[src/rtl/audio_pkg.sv]
// Sample type and default widths shared by the synth voice path and the I2S output.
package audio_pkg;

   localparam int DEFAULT_SAMPLE_WIDTH = 24;
   localparam int DEFAULT_SLOT_WIDTH   = 32;

   typedef logic [DEFAULT_SAMPLE_WIDTH-1:0] Sample_t;

endpackage

[src/rtl/bit_clock_divider.sv]
// Divides i_Clock down to a 50% duty bit clock and flags the cycle before each edge.
module bit_clock_divider #(
   parameter int CLKS_PER_BCLK_HALF = 4
) (
   input  logic i_Clock,
   input  logic i_Reset,
   output logic o_BitClock,
   output logic o_RiseStrobe,
   output logic o_FallStrobe
);

   localparam int CW = (CLKS_PER_BCLK_HALF > 1) ? $clog2(CLKS_PER_BCLK_HALF) : 1;

   logic [CW-1:0] count_reg;
   logic          bclk_reg;
   logic          terminal;

   assign terminal = (count_reg == CW'(CLKS_PER_BCLK_HALF - 1));

   always_ff @(posedge i_Clock) begin
      if (i_Reset) begin
         count_reg <= '0;
         bclk_reg  <= 1'b0;
      end else if (terminal) begin
         count_reg <= '0;
         bclk_reg  <= ~bclk_reg;
      end else begin
         count_reg <= count_reg + CW'(1);
      end
   end

   // Strobes mark the cycle whose closing edge moves the bit clock.
   assign o_BitClock   = bclk_reg;
   assign o_RiseStrobe = terminal & ~bclk_reg;
   assign o_FallStrobe = terminal & bclk_reg;

endmodule

[src/rtl/i2s_transmitter.sv]
// Philips I2S serialiser: one-entry sample holding register, mono sample sent on both slots.
module i2s_transmitter
   import audio_pkg::*;
#(
   parameter int CLKS_PER_BCLK_HALF = 4,
   parameter int SAMPLE_WIDTH       = DEFAULT_SAMPLE_WIDTH,
   parameter int SLOT_WIDTH         = DEFAULT_SLOT_WIDTH
) (
   input  logic                    i_Clock,
   input  logic                    i_Reset,
   input  logic [SAMPLE_WIDTH-1:0] i_Sample,
   input  logic                    i_SampleValid,
   output logic                    o_SampleReady,
   output logic                    o_BitClock,
   output logic                    o_WordSelect,
   output logic                    o_SerialData,
   output logic                    o_Underrun
);

   localparam int KW = $clog2(2 * SLOT_WIDTH);
   localparam logic [KW-1:0] K_LAST = KW'(2 * SLOT_WIDTH - 1);

   logic                    fall_strobe;
   logic                    unused_rise_strobe;
   logic [KW-1:0]           k_reg, k_next, j_next;
   logic [SAMPLE_WIDTH-1:0] hold_reg, shift_reg, shift_next, shift_out;
   logic                    hold_full_reg, hold_full_next;
   logic                    ready_reg, ws_reg, sd_reg, underrun_reg;
   logic                    frame_load, handshake, bypass, accept, ws_next;

   bit_clock_divider #(
      .CLKS_PER_BCLK_HALF(CLKS_PER_BCLK_HALF)
   ) u_divider (
      .i_Clock      (i_Clock),
      .i_Reset      (i_Reset),
      .o_BitClock   (o_BitClock),
      .o_RiseStrobe (unused_rise_strobe),
      .o_FallStrobe (fall_strobe)
   );

   assign k_next     = (k_reg == K_LAST) ? '0 : k_reg + KW'(1);
   assign j_next     = (k_next >= KW'(SLOT_WIDTH)) ? k_next - KW'(SLOT_WIDTH) : k_next;
   assign ws_next    = (k_next >= KW'(SLOT_WIDTH - 1)) && (k_next <= KW'(2 * SLOT_WIDTH - 2));

   assign frame_load = fall_strobe && (k_reg == K_LAST);
   assign handshake  = i_SampleValid && ready_reg;
   assign bypass     = frame_load && !hold_full_reg && handshake;
   assign accept     = handshake && !bypass;

   always_comb begin
      shift_next = shift_reg;
      if (frame_load) begin
         if (hold_full_reg)
            shift_next = hold_reg;
         else if (bypass)
            shift_next = i_Sample;
         else
            shift_next = '0;
      end
   end

   always_comb begin
      hold_full_next = hold_full_reg;
      if (frame_load && hold_full_reg)
         hold_full_next = 1'b0;
      else if (accept)
         hold_full_next = 1'b1;
   end

   // Shifting left by the slot bit index drops out the padding bits past the sample LSB.
   assign shift_out = shift_next << j_next;

   always_ff @(posedge i_Clock) begin
      if (i_Reset) begin
         k_reg         <= K_LAST;
         hold_reg      <= '0;
         hold_full_reg <= 1'b0;
         shift_reg     <= '0;
         ready_reg     <= 1'b0;
         ws_reg        <= 1'b0;
         sd_reg        <= 1'b0;
         underrun_reg  <= 1'b0;
      end else begin
         hold_full_reg <= hold_full_next;
         ready_reg     <= ~hold_full_next;
         underrun_reg  <= frame_load && !hold_full_reg && !bypass;
         if (accept)
            hold_reg <= i_Sample;
         if (fall_strobe) begin
            k_reg     <= k_next;
            shift_reg <= shift_next;
            ws_reg    <= ws_next;
            sd_reg    <= shift_out[SAMPLE_WIDTH-1];
         end
      end
   end

   assign o_SampleReady = ready_reg;
   assign o_WordSelect  = ws_reg;
   assign o_SerialData  = sd_reg;
   assign o_Underrun    = underrun_reg;

endmodule

[config.mk]
export PLATFORM = sky130hd
export DESIGN_NAME = i2s_transmitter
export DESIGN_NICKNAME = d
export VERILOG_FILES = /design/src/rtl/audio_pkg.sv /design/src/rtl/bit_clock_divider.sv /design/src/rtl/i2s_transmitter.sv
export SDC_FILE = /design/constraint.sdc
export NUM_CORES = 1
export LEC_CHECK = 0
export ABC_AREA = 1
export CELL_PAD_IN_SITES_DETAIL_PLACEMENT = 0
export CELL_PAD_IN_SITES_GLOBAL_PLACEMENT = 2
export CORE_UTILIZATION = 33
export CTS_BUF_LIST = sky130_fd_sc_hd__clkbuf_2
export DETAILED_ROUTE_END_ITERATION = 10
export DONT_BUFFER_PORTS = 1
export PLACE_DENSITY_LB_ADDON = 0.1
export SETUP_SLACK_MARGIN = 0.2
export SLEW_MARGIN = 5
export SYNTH_ARGS = -nofsm -noshare
export SYNTH_HDL_FRONTEND = slang
export SYNTH_SLANG_ARGS = --single-unit
[constraint.sdc]
create_clock -name i_Clock -period 1.87 [get_ports i_Clock]
set_input_delay 0.2805 -clock i_Clock [delete_from_list [all_inputs] [get_ports i_Clock]]
set_output_delay 0.2805 -clock i_Clock [all_outputs]
set_load 0.05 [all_outputs]
==> flow_summary.ini, run 1 <==
[power]
pwr-share-seq_pct = 52.4
leakage_nw = 1.76
peakVddDrop_mv = 0.409
combinationalPowerShare_pct = 13.7
switching_share_pct = 27.1
p_int_mw = 1.95
totalPowerFinal_mw = 2.67
p_per_area_mw_per_mm2 = 635
power_switching_mw = 0.723
clkPwrFrac_pct = 33.9

[min_path]
holdPathEnd = shift_reg[15]
hold_class = in2reg
whs_path_depth = 4
min_from = i_Sample[15]

[drt]
wirelength_mm = 8.88
vias_per_cell = 4.89
met2_length_mm = 4.25
antenna_left = 0
drt_iter0_drc = 121
wl_met1_mm = 4.34
maxUsedRoutingLayer = met4
wl_met3_um = 253
drt-wirelength-per-cell_um = 15.0
vias = 2900
drc = 0
drtPass1Iterations = 4

[cells_and_area]
layout_common_cells = nand2_1, dfxtp_1, nor2_1
multiInputGateArea_mm2 = 0.00183
layout_commonest_cell = nand2_1
area_growth_pct = 41.5
diodes = 0
fillers = 897
utilization_pct = 48.3
ff_latch_area_mm2 = 0.00125
drive_gt1_share_pct = 32.6
nets = 512
stdcell_area_mm2 = 0.00421

[sta]
hold_viol = 0
holdWs_ns = 0.0476
rsz0062_at_grt = yes
setup_violations = 1
max_freq_ghz = 0.513
finalSetupTns_ns = -0.0791
worst_pin_slew_ns = 0.568
fin_ws_ns = -0.0791
slew_viol_final = 0
finalCritPeriodShare_pct = 104
layout_min_cycle_time_ns = 1.95
slew_headroom_pct = 62.1
fin_worst_skew_ns = 0.0223

[worst_setup_path]
crit_fanout = 5
setup.worst_path.start_class = flip-flop
reg2reg_from = k_reg[1]
r2r_slack_ns = -0.08
crit_type = reg2reg
ff2ff_path_depth = 15
arrival_ns = 2.38
end_kind = flip-flop
required_ns = 2.30
reg2reg_to = o_SerialData

[global_routing]
antenna_found_initial = 0
grt-ovfl-total = 0
first_global_vias = 2895
grt_max_degree = 55
track_usage_pct = 19.4
grt_pass1_wl_mm = 14.4

[job]
maxCapViolCount = 0

[outcome]
violations = setup timing
status = finished, violations left

[floorplan]
core_area_mm2 = 0.00872
initial_core_util_pct = 34.1
die_w_um = 97.0
placementRows = 34
die_height_um = 97.0
io_pins = 32
dieArea_mm2 = 0.00941

[synth]
syn_inst = 419
yosysSeqAreaShare_pct = 41.7
yosys_register_bits = 62
synthesis.nets = 450
synth_area_mm2 = 0.00298
synth_cell_types = 35
yosysWarnings = 0
avgSynthCellArea_um2 = 7.11

[clock_tree]
root_buffer = clkbuf_2
cts_buffers = 9
htreeDepth = 3
ctsLongestPathBuffers = 2
clkSinkCount = 62
cts.reportedPaths.clkPinSlew_ns = 0.16
clock_latency_ns = 0.48
cts_tree = yes

[placement]
place_congestion = 0.792
dpl.hpwl_mm = 5.35
io_buffers = 0
dpl_cell_area_mm2 = 0.00328
[how the worst max path moves through the flow]
stage,startpoint,end,slack [ns],cells after the start
floorplan,k_reg[1],o_SerialData,0.15,15
global placement,k_reg[1],o_SerialData,-0.08,15
detailed placement,u_divider.count_reg[0],o_SerialData,-0.07,15
CTS,u_divider.count_reg[0],o_SerialData,-0.06,15
global route,k_reg[1],o_SerialData,-0.22,15
finish,k_reg[1],o_SerialData,-0.08,15
[Yosys cell counts]
cell / n / area [um2]
nor3b_1: 1 / 7.51
nand3_1: 36 / 180
inv_2: 1 / 3.75
nand3_2: 1 / 10.0
a22oi_1: 4 / 30.0
or2_2: 23 / 144
buf_1: 2 / 7.51
o41ai_1: 1 / 8.76
inv_1: 28 / 105
nand2_2: 1 / 6.26
nor2_2: 1 / 6.26
nor3_4: 1 / 16.3
o311ai_1: 1 / 8.76
clkbuf_2: 1 / 5.00
nor2_1: 47 / 176
clkbuf_1: 10 / 37.5
a211oi_1: 11 / 82.6
nor2_4: 1 / 11.3
o311ai_0: 10 / 87.6
a221oi_1: 1 / 8.76
ha_1: 4 / 50.1
o21ai_0: 2 / 10.0
clkinv_1: 2 / 7.51
nand2_1: 116 / 435
a31oi_1: 1 / 6.26
buf_4: 2 / 15.0
nand4_1: 6 / 37.5
o22ai_1: 1 / 6.26
a21oi_1: 28 / 140
xor2_1: 2 / 17.5
dfxtp_1: 62 / 1240
nand2_4: 1 / 11.3
nor3_1: 2 / 10.0
buf_2: 7 / 35.0
buf_6: 1 / 11.3
[metrics by stage]
stage               setup WS, ns  std cells
floorplan                  0.146        419
global route              -0.217        593
global placement         -0.0780        534
CTS                      -0.0621        581
finish                   -0.0791        593
detailed placement       -0.0670        534
[logic make-up after synthesis]
kind of cell             Yosys count  share of synthesized area [%]
XOR/XNOR                           2                          0.588
buffers and inverters             54                           7.65
AND/OR/NAND/NOR                  237                           35.3
AO/OA/AOI/OAI                     60                           13.1
flip-flops                        62                           41.7
adder cells (fa/ha/maj)            4                           1.68
[cell type report]
| type | count | area share, % |
|---|---|---|
| multi-input combinational | 304 | 43.4 |
| sequential | 62 | 29.8 |
| timing repair buffer | 72 | 17.2 |
| tap | 108 | 3.21 |
| inverter | 31 | 3.12 |
| clock inverter | 6 | 1.84 |
| clock buffer | 9 | 1.07 |
| timing repair inverter | 1 | 0.386 |
[power groups by stage]
stage / combinational [mW] / clock, mW / sequential (mW)
2_1_floorplan: 0.161 / 0 / 1.43
3_3_place_gp: 0.223 / 0 / 1.42
3_5_place_dp: 0.223 / 0 / 1.42
4_1_cts: 0.311 / 0.960 / 1.40
5_1_grt: 0.407 / 1.01 / 1.41
6_report: 0.366 / 0.907 / 1.40
[metal layers]
layer  vias up  GRT usage, %
met5         -             0
met4         0          5.17
met3         2          4.62
met2        46          32.2
met1      1349          25.2
li1       1503             -
[repair_timing]
| item | 4_1_cts | 5_1_grt |
|---|---|---|
| hold endpoints to repair | 54 | 2 |
| setup buffers | 5 | 9 |
| hold buffers | 25 | 2 |
| gates resized for setup | 33 | 69 |
| gates cloned | 2 | 1 |
| setup endpoints to repair | 27 | 34 |
| pin swaps | 19 | 27 |
[worst max-delay path, cell delays in order, from the launching register on]
cell and delay [ns]:
dfxtp_2 0.38, ha_4 0.15, nand3_4 0.08, nor3_4 0.34, buf_6 0.18, buf_4 0.12, buf_6 0.09, or2_4 0.10
nand3_1 0.07, nand2_1 0.07, nand2_1 0.06, nand3_2 0.07, nand3_2 0.06, nand2_2 0.05, nand2_1 0.04, nand2_1 0.05
Note: power is estimated with default switching activity, not from simulation.
==> run 2: changes to the inputs <==
--- a/config.mk
+++ b/config.mk
@@ -10,6 +10,7 @@
 export CELL_PAD_IN_SITES_GLOBAL_PLACEMENT = 2
 export CORE_UTILIZATION = 33
 export CTS_BUF_LIST = sky130_fd_sc_hd__clkbuf_2
+export CTS_CLUSTER_SIZE = 30
 export DETAILED_ROUTE_END_ITERATION = 10
 export DONT_BUFFER_PORTS = 1
 export PLACE_DENSITY_LB_ADDON = 0.1
==> results of run 2 <==
Final layout, timing and power as in run 1 (identical DEF).
